**src/rtl/afu_pkg.sv**
```systemverilog
// Shared AFU types: weight-memory arbiter owner/state encodings and default bus widths.
// Latency: n/a (types and constants only).
// Backpressure: n/a.
package afu_pkg;

  localparam int WMEM_ADDR_W = 32;
  localparam int WMEM_LINE_W = 512;

  typedef enum logic {
    OWN_RDN = 1'b0,
    OWN_DNN = 1'b1
  } t_wmem_owner;

  typedef enum logic [1:0] {
    IDLE  = 2'd0,
    ISSUE = 2'd1,
    WAIT  = 2'd2,
    DONE  = 2'd3
  } t_wmem_state;

endpackage

```
**src/rtl/wmem_arb_pick.sv**
```systemverilog
// Chooses which weight requester is served next from the two request lines and the last owner.
// Latency: purely combinational.
// Backpressure: none; the caller decides when the pick is actually taken.
module wmem_arb_pick
  import afu_pkg::*;
(
  input  logic        rdn_req,
  input  logic        dnn_req,
  input  t_wmem_owner last_owner,
  output t_wmem_owner winner,
  output logic        valid
);

  // A lone request wins outright; on a tie the requester not served last wins.
  always_comb begin
    valid  = rdn_req | dnn_req;
    winner = OWN_RDN;
    if (rdn_req && dnn_req) begin
      winner = (last_owner == OWN_RDN) ? OWN_DNN : OWN_RDN;
    end else if (dnn_req) begin
      winner = OWN_DNN;
    end
  end

endmodule

```
**src/rtl/wmem_arbiter.sv**
```systemverilog
// Shares one weight memory read port between RDN and DNN, streaming one line per read; WMEM_ARB_RR_EN selects round-robin ties (else RDN priority).
// Latency: grant 1 cycle after req seen in IDLE; read request 1 cycle after grant or after previous line; done 1 cycle after last line.
// Backpressure: no grant while buffer_addr_valid is low; a single read outstanding, next issued only after data_valid returns.
module wmem_arbiter
  import afu_pkg::*;
#(
  parameter int ADDR_W     = WMEM_ADDR_W,
  parameter int LINE_W     = WMEM_LINE_W,
  parameter int LINE_BYTES = 64,
  parameter int CNT_W      = 8
) (
  input  logic              clk,
  input  logic              rst_n,
  input  logic              rdn_req,
  input  logic              dnn_req,
  input  logic [ADDR_W-1:0] rdn_base,
  input  logic [ADDR_W-1:0] dnn_base,
  input  logic [CNT_W-1:0]  rdn_lines,
  input  logic [CNT_W-1:0]  dnn_lines,
  output logic              rdn_gnt,
  output logic              dnn_gnt,
  output logic              rdn_data_vld,
  output logic              dnn_data_vld,
  output logic [LINE_W-1:0] line_data,
  output logic              rdn_done,
  output logic              dnn_done,
  input  logic              buffer_addr_valid,
  output logic              read_request_valid,
  output logic [ADDR_W-1:0] address,
  input  logic              data_valid,
  input  logic [LINE_W-1:0] read_data
);

  t_wmem_state       state;
  t_wmem_state       state_nxt;
  t_wmem_owner       owner;
  t_wmem_owner       pick_owner;
  t_wmem_owner       last_owner;
  logic              pick_vld;
  logic              grant_go;
  logic [ADDR_W-1:0] sel_base;
  logic [CNT_W-1:0]  sel_lines;
  logic [ADDR_W-1:0] base_q;
  logic [CNT_W-1:0]  lines_q;
  logic [CNT_W-1:0]  idx;
  logic [CNT_W:0]    idx_inc;
  logic              last_line;
  logic [ADDR_W-1:0] line_off;
  logic              rdn_gnt_d;
  logic              dnn_gnt_d;
  logic              rdn_dvld_d;
  logic              dnn_dvld_d;
  logic              rdn_done_d;
  logic              dnn_done_d;
  logic              rd_req_d;

  wmem_arb_pick u_pick (
    .rdn_req    (rdn_req),
    .dnn_req    (dnn_req),
    .last_owner (last_owner),
    .winner     (pick_owner),
    .valid      (pick_vld)
  );

  // Only an idle arbiter with a ready memory accepts a new burst.
  assign grant_go  = (state == IDLE) && buffer_addr_valid && pick_vld;
  assign sel_base  = (pick_owner == OWN_RDN) ? rdn_base  : dnn_base;
  assign sel_lines = (pick_owner == OWN_RDN) ? rdn_lines : dnn_lines;
  // One extra bit so a full-length burst (lines = 2^CNT_W-1) still compares exactly.
  assign idx_inc   = {1'b0, idx} + {{CNT_W{1'b0}}, 1'b1};
  assign last_line = (idx_inc == {1'b0, lines_q});
  // Address arithmetic is modulo 2^ADDR_W; a burst crossing the top simply wraps.
  assign line_off  = ADDR_W'(idx) * ADDR_W'(LINE_BYTES);

`ifdef WMEM_ARB_RR_EN
  // Remember who was served last so that ties alternate between requesters.
  always_ff @(posedge clk or negedge rst_n) begin
    if (!rst_n) begin
      last_owner <= OWN_DNN;
    end else if (grant_go) begin
      last_owner <= pick_owner;
    end
  end
`else
  // Fixed priority: pretending DNN was always last makes RDN win every tie.
  assign last_owner = OWN_DNN;
`endif

  // State register; reset abandons any burst in flight.
  always_ff @(posedge clk or negedge rst_n) begin
    if (!rst_n) begin
      state <= IDLE;
    end else begin
      state <= state_nxt;
    end
  end

  // Next state: zero-length bursts skip memory and go straight to DONE.
  always_comb begin
    state_nxt = state;
    case (state)
      IDLE:  if (grant_go) state_nxt = (sel_lines == '0) ? DONE : ISSUE;
      ISSUE: state_nxt = WAIT;
      WAIT:  if (data_valid) state_nxt = last_line ? DONE : ISSUE;
      DONE:  state_nxt = IDLE;
      default: state_nxt = IDLE;
    endcase
  end

  // Output decode: pulses routed only to the current (or newly picked) owner.
  always_comb begin
    rdn_gnt_d  = grant_go && (pick_owner == OWN_RDN);
    dnn_gnt_d  = grant_go && (pick_owner == OWN_DNN);
    rd_req_d   = (state == ISSUE);
    rdn_dvld_d = (state == WAIT) && data_valid && (owner == OWN_RDN);
    dnn_dvld_d = (state == WAIT) && data_valid && (owner == OWN_DNN);
    rdn_done_d = (state == DONE) && (owner == OWN_RDN);
    dnn_done_d = (state == DONE) && (owner == OWN_DNN);
  end

  // Register all pulses so every output is glitch-free and cleared by reset.
  always_ff @(posedge clk or negedge rst_n) begin
    if (!rst_n) begin
      rdn_gnt            <= 1'b0;
      dnn_gnt            <= 1'b0;
      read_request_valid <= 1'b0;
      rdn_data_vld       <= 1'b0;
      dnn_data_vld       <= 1'b0;
      rdn_done           <= 1'b0;
      dnn_done           <= 1'b0;
    end else begin
      rdn_gnt            <= rdn_gnt_d;
      dnn_gnt            <= dnn_gnt_d;
      read_request_valid <= rd_req_d;
      rdn_data_vld       <= rdn_dvld_d;
      dnn_data_vld       <= dnn_dvld_d;
      rdn_done           <= rdn_done_d;
      dnn_done           <= dnn_done_d;
    end
  end

  // Burst context captured at grant, then address and returned line per beat.
  always_ff @(posedge clk or negedge rst_n) begin
    if (!rst_n) begin
      owner     <= OWN_RDN;
      base_q    <= '0;
      lines_q   <= '0;
      idx       <= '0;
      address   <= '0;
      line_data <= '0;
    end else begin
      if (grant_go) begin
        owner   <= pick_owner;
        base_q  <= sel_base;
        lines_q <= sel_lines;
        idx     <= '0;
      end
      if (state == ISSUE) begin
        address <= base_q + line_off;
      end
      if ((state == WAIT) && data_valid) begin
        line_data <= read_data;
        idx       <= idx_inc[CNT_W-1:0];
      end
    end
  end

endmodule

```
**config.mk**
```make
export PLATFORM = sky130hd
export DESIGN_NAME = wmem_arbiter
export DESIGN_NICKNAME = d
export VERILOG_FILES = /design/src/rtl/afu_pkg.sv /design/src/rtl/wmem_arb_pick.sv /design/src/rtl/wmem_arbiter.sv
export SDC_FILE = /design/constraint.sdc
export NUM_CORES = 1
export LEC_CHECK = 0
export ABC_AREA = 0
export BUFFER_PORTS_ARGS = -buffer_cell sky130_fd_sc_hd__buf_2
export CAP_MARGIN = 20
export CORE_AREA = 2 2 442 444
export DETAILED_ROUTE_END_ITERATION = 8
export DIE_AREA = 0 0 444 446
export SKIP_LAST_GASP = 1
export SLEW_MARGIN = 5
export SYNTH_ARGS = -nofsm -noshare
export SYNTH_HDL_FRONTEND = slang
export SYNTH_SLANG_ARGS = --single-unit
export TNS_END_PERCENT = 1
```
**constraint.sdc**
```tcl
create_clock -name clk -period 6.4 [get_ports clk]
set_input_delay 0.96 -clock clk [delete_from_list [all_inputs] [get_ports clk]]
set_output_delay 0.96 -clock clk [all_outputs]
set_load 0.01 [all_outputs]
```
==> results.py <==
metrics = {
    "synthesis": {
        "synthCells": 2655,
        "synth_top_area_share_pct": 63.5,
        "ys_ff_latch": 602,
        "ys_warn_count": 0,
        "synthArstFlopShare_pct": 100,
        "yosysMostFrequentCell": "nand2_1",
        "ys_seq_area_share_pct": 63.5,
        "synth_commonest_cells": "nand2_1, dfrtp_1, clkbuf_1, o21ai_0",
        "synth-main-ff-cell": "dfrtp_1",
        "syn-num-nets": 3263,
        "synth_edf_count": 0,
        "synth_area_leaders": "dfrtp_1, nand2_1, mux2i_1, clkbuf_1, o21ai_0",
        "synth.distinct_cells": 43,
        "syn_area_mm2": 0.0237,
        "synth_area_per_cell_um2": 8.93,
        "synth_top_cell_by_area": "dfrtp_1",
    },
    "timing": {
        "layout_min_cycle_time_ns": 2.95,
        "whs_ns": 0.162,
        "skew_ns": 0.0260,
        "tightest_slew_ns": 0.992,
        "final_hold_viol_count": 0,
        "max_freq_mhz": 339,
        "slew_violations": 0,
        "slew_headroom_pct": 33.9,
        "tns_ns": 0,
        "rsz0062_at_grt": "false",
        "min_period_over_period_pct": 46.1,
        "setup_viol": 0,
    },
    "critical_path": {
        "endpoint_kind": "flip-flop",
        "cp_slowest_stage_delay_ns": 0.69,
        "critPathLaunchType": "flip-flop",
        "cp_slowest_cell": "and2_4",
        "critPathCapture": "line_data[283]$_DFFE_PN0P_",
        "cp_max_fo": 60,
        "worstRegToRegCells": 6,
        "reg2reg_to": "line_data[283]$_DFFE_PN0P_",
        "worstPathRequired_ns": 7.04,
        "crit_chain": "nor2b_1 -> and2_4 -> buf_4 -> buf_4 -> nand2_1 -> nand2_1",
        "startpoint": "state[0]$_DFFE_PN0P_",
        "reg2reg_slack_ns": 3.45,
        "crit_arrival_ns": 3.59,
        "timing.rr.start": "state[0]$_DFFE_PN0P_",
        "worstSetupPathType": "reg2reg",
    },
    "clock_tree": {
        "clk_latency_ns": 0.70,
        "cts.repair.resized": 0,
        "clock-sinks": 602,
        "numCtsBuffers": 81,
        "cts_root_buf": "clkbuf_16",
        "cts_tree": "yes",
        "holdBufCountCts": 0,
        "cts_buffer_depth": 3,
        "cts_max_level": 3,
        "post-cts-setup-buffers": 0,
        "clk_pin_slew_worst_paths_ns": 0.06,
    },
    "worst_hold_path": {
        "hp-class": "in2async",
    },
    "die": {
        "die_h_um": 446,
        "io_pins": 1149,
        "core_mm2": 0.194,
        "initial_core_util_pct": 12.3,
        "die_w_um": 444,
        "num_rows": 162,
        "dieArea_mm2": 0.198,
    },
    "placement": {
        "portBuffers": 1148,
        "hpwl_um": 124000,
        "place_congestion": 0.978,
    },
    "drt": {
        "postRouteAntennaNets": 0,
        "routed_via_density": 3.64,
        "drt_first_pass_iters": 5,
        "routed_wl_um": 150000,
        "routedWlPerCell_um": 23.4,
        "dr_total_vias": 23393,
        "drc": 0,
        "drt_iter0_drc": 1956,
    },
    "power": {
        "power.leakage_nw": 19.2,
        "power_density_mw_per_mm2": 497,
        "ir_drop_mv": 0.170,
    },
    "finish": {
        "final_core_util_pct": 18.2,
        "nets": 4375,
        "syn_to_final_growth_pct": 48.6,
        "drive_gt1_share_pct": 34.3,
        "fill_cells": 21791,
    },
    "grt": {
        "grt_max_degree": 176,
        "antenna_found_initial": 195,
        "grt_use_total_pct": 14.6,
        "grt_pass1_vias": 22572,
        "gr-total-overflow": 0,
        "grt_pass1_wl_um": 197000,
    },
    "outcome": {
        "status": "finished, final reports clean",
    },
    "flow_run": {
        "maxCapViolations": 0,
    },
}
## cell families after synthesis
family | count (synthesis) | synth area share (%)
and+or+nand+nor | 1701 | 27.5
xor gates and xnor gates | 32 | 1.18
adders and majority gates | 10 | 0.559
buffers and inverters | 148 | 2.55
muxes | 40 | 1.69
AOI/OAI and AO/OA | 122 | 3.04
DFF | 602 | 63.5
## report_power, final
group / total [W] / switching [W] / internal [W]
clock network: 0.00472 / 0.00197 / 0.00275
registers: 0.00653 / 0.00103 / 0.00550
logic: 0.00627 / 0.00420 / 0.00207
total: 0.0175 / 0.00719 / 0.0103
## through the flow
stage | worst slack [ns] | total power [W] | cell area, µm² | instances
floorplan | 4.15 | 0.00923 | 23700 | 2655
global placement | 3.13 | 0.0129 | 32400 | 6225
detailed placement | 3.10 | 0.0131 | 32400 | 6225
CTS | 3.37 | 0.0179 | 35100 | 6370
global route | 3.16 | 0.0187 | 35100 | 6383
finish | 3.45 | 0.0175 | 35200 | 6421
## layout make-up
cell class | count | area, µm² | area share, %
Clock buffer | 102 | 2210 | 6.26
Sequential cell | 602 | 15100 | 42.7
Inverter | 9 | 33.8 | 0.0959
Multi-Input combinational cell | 1905 | 8070 | 22.9
Clock inverter | 43 | 518 | 1.47
Tap cell | 2542 | 3180 | 9.03
Antenna cell | 50 | 125 | 0.355
Timing Repair Buffer | 1168 | 6040 | 17.1
## worst min path at each step
stage	slack, ns	from	to	cells past startpoint
floorplan	0.44	base_q[0]$_DFFE_PN0P_	address[0]$_DFFE_PN0P_	2
global placement	0.45	base_q[2]$_DFFE_PN0P_	address[2]$_DFFE_PN0P_	2
detailed placement	0.46	line_data[48]$_DFFE_PN0P_	line_data[48]$_DFFE_PN0P_	2
CTS	0.09	rst_n	line_data[173]$_DFFE_PN0P_	1
global route	0.13	rst_n	line_data[173]$_DFFE_PN0P_	1
finish	0.16	rst_n	line_data[173]$_DFFE_PN0P_	1
## critical path: cells and delay by family, from the launching register on
kind,cells,cell delay (ns)
buffers and inverters,2,1.03
DFF,1,0.45
and+or+nand+nor,4,1.27
## placed cells by master, fill, tap and decap left out, drive strengths merged, types with 5 or more instances in the layout
cell / n
nand2: 1638
ha: 9
o31ai: 6
nor2: 15
buf: 1168
o211ai: 7
dfrtp: 602
a21oi: 9
and3: 8
xnor2: 8
inv: 17
xor2: 24
clkbuf: 102
diode: 50
bufinv: 7
nand3: 12
clkinv: 27
mux2i: 40
o21ai: 84
nand4: 5
## flip-flops by register name (all words and copies together) (netlist names)
signal / cells
lines_q: 8
address: 32
state: 2
line_data: 512
base_q: 32
rdn_data_vld: 1
dnn_data_vld: 1
dnn_done: 1
rdn_done: 1
read_request_valid: 1
rdn_gnt: 1
dnn_gnt: 1
owner: 1
idx: 8
## per-layer routing
layer	track usage [%]	wire, µm
met1	15.2	52200
met2	23.4	69400
met3	8.95	20100
met4	6.79	7830
met5	0	792
No activity file was read; power rests on OpenSTA's default activity.
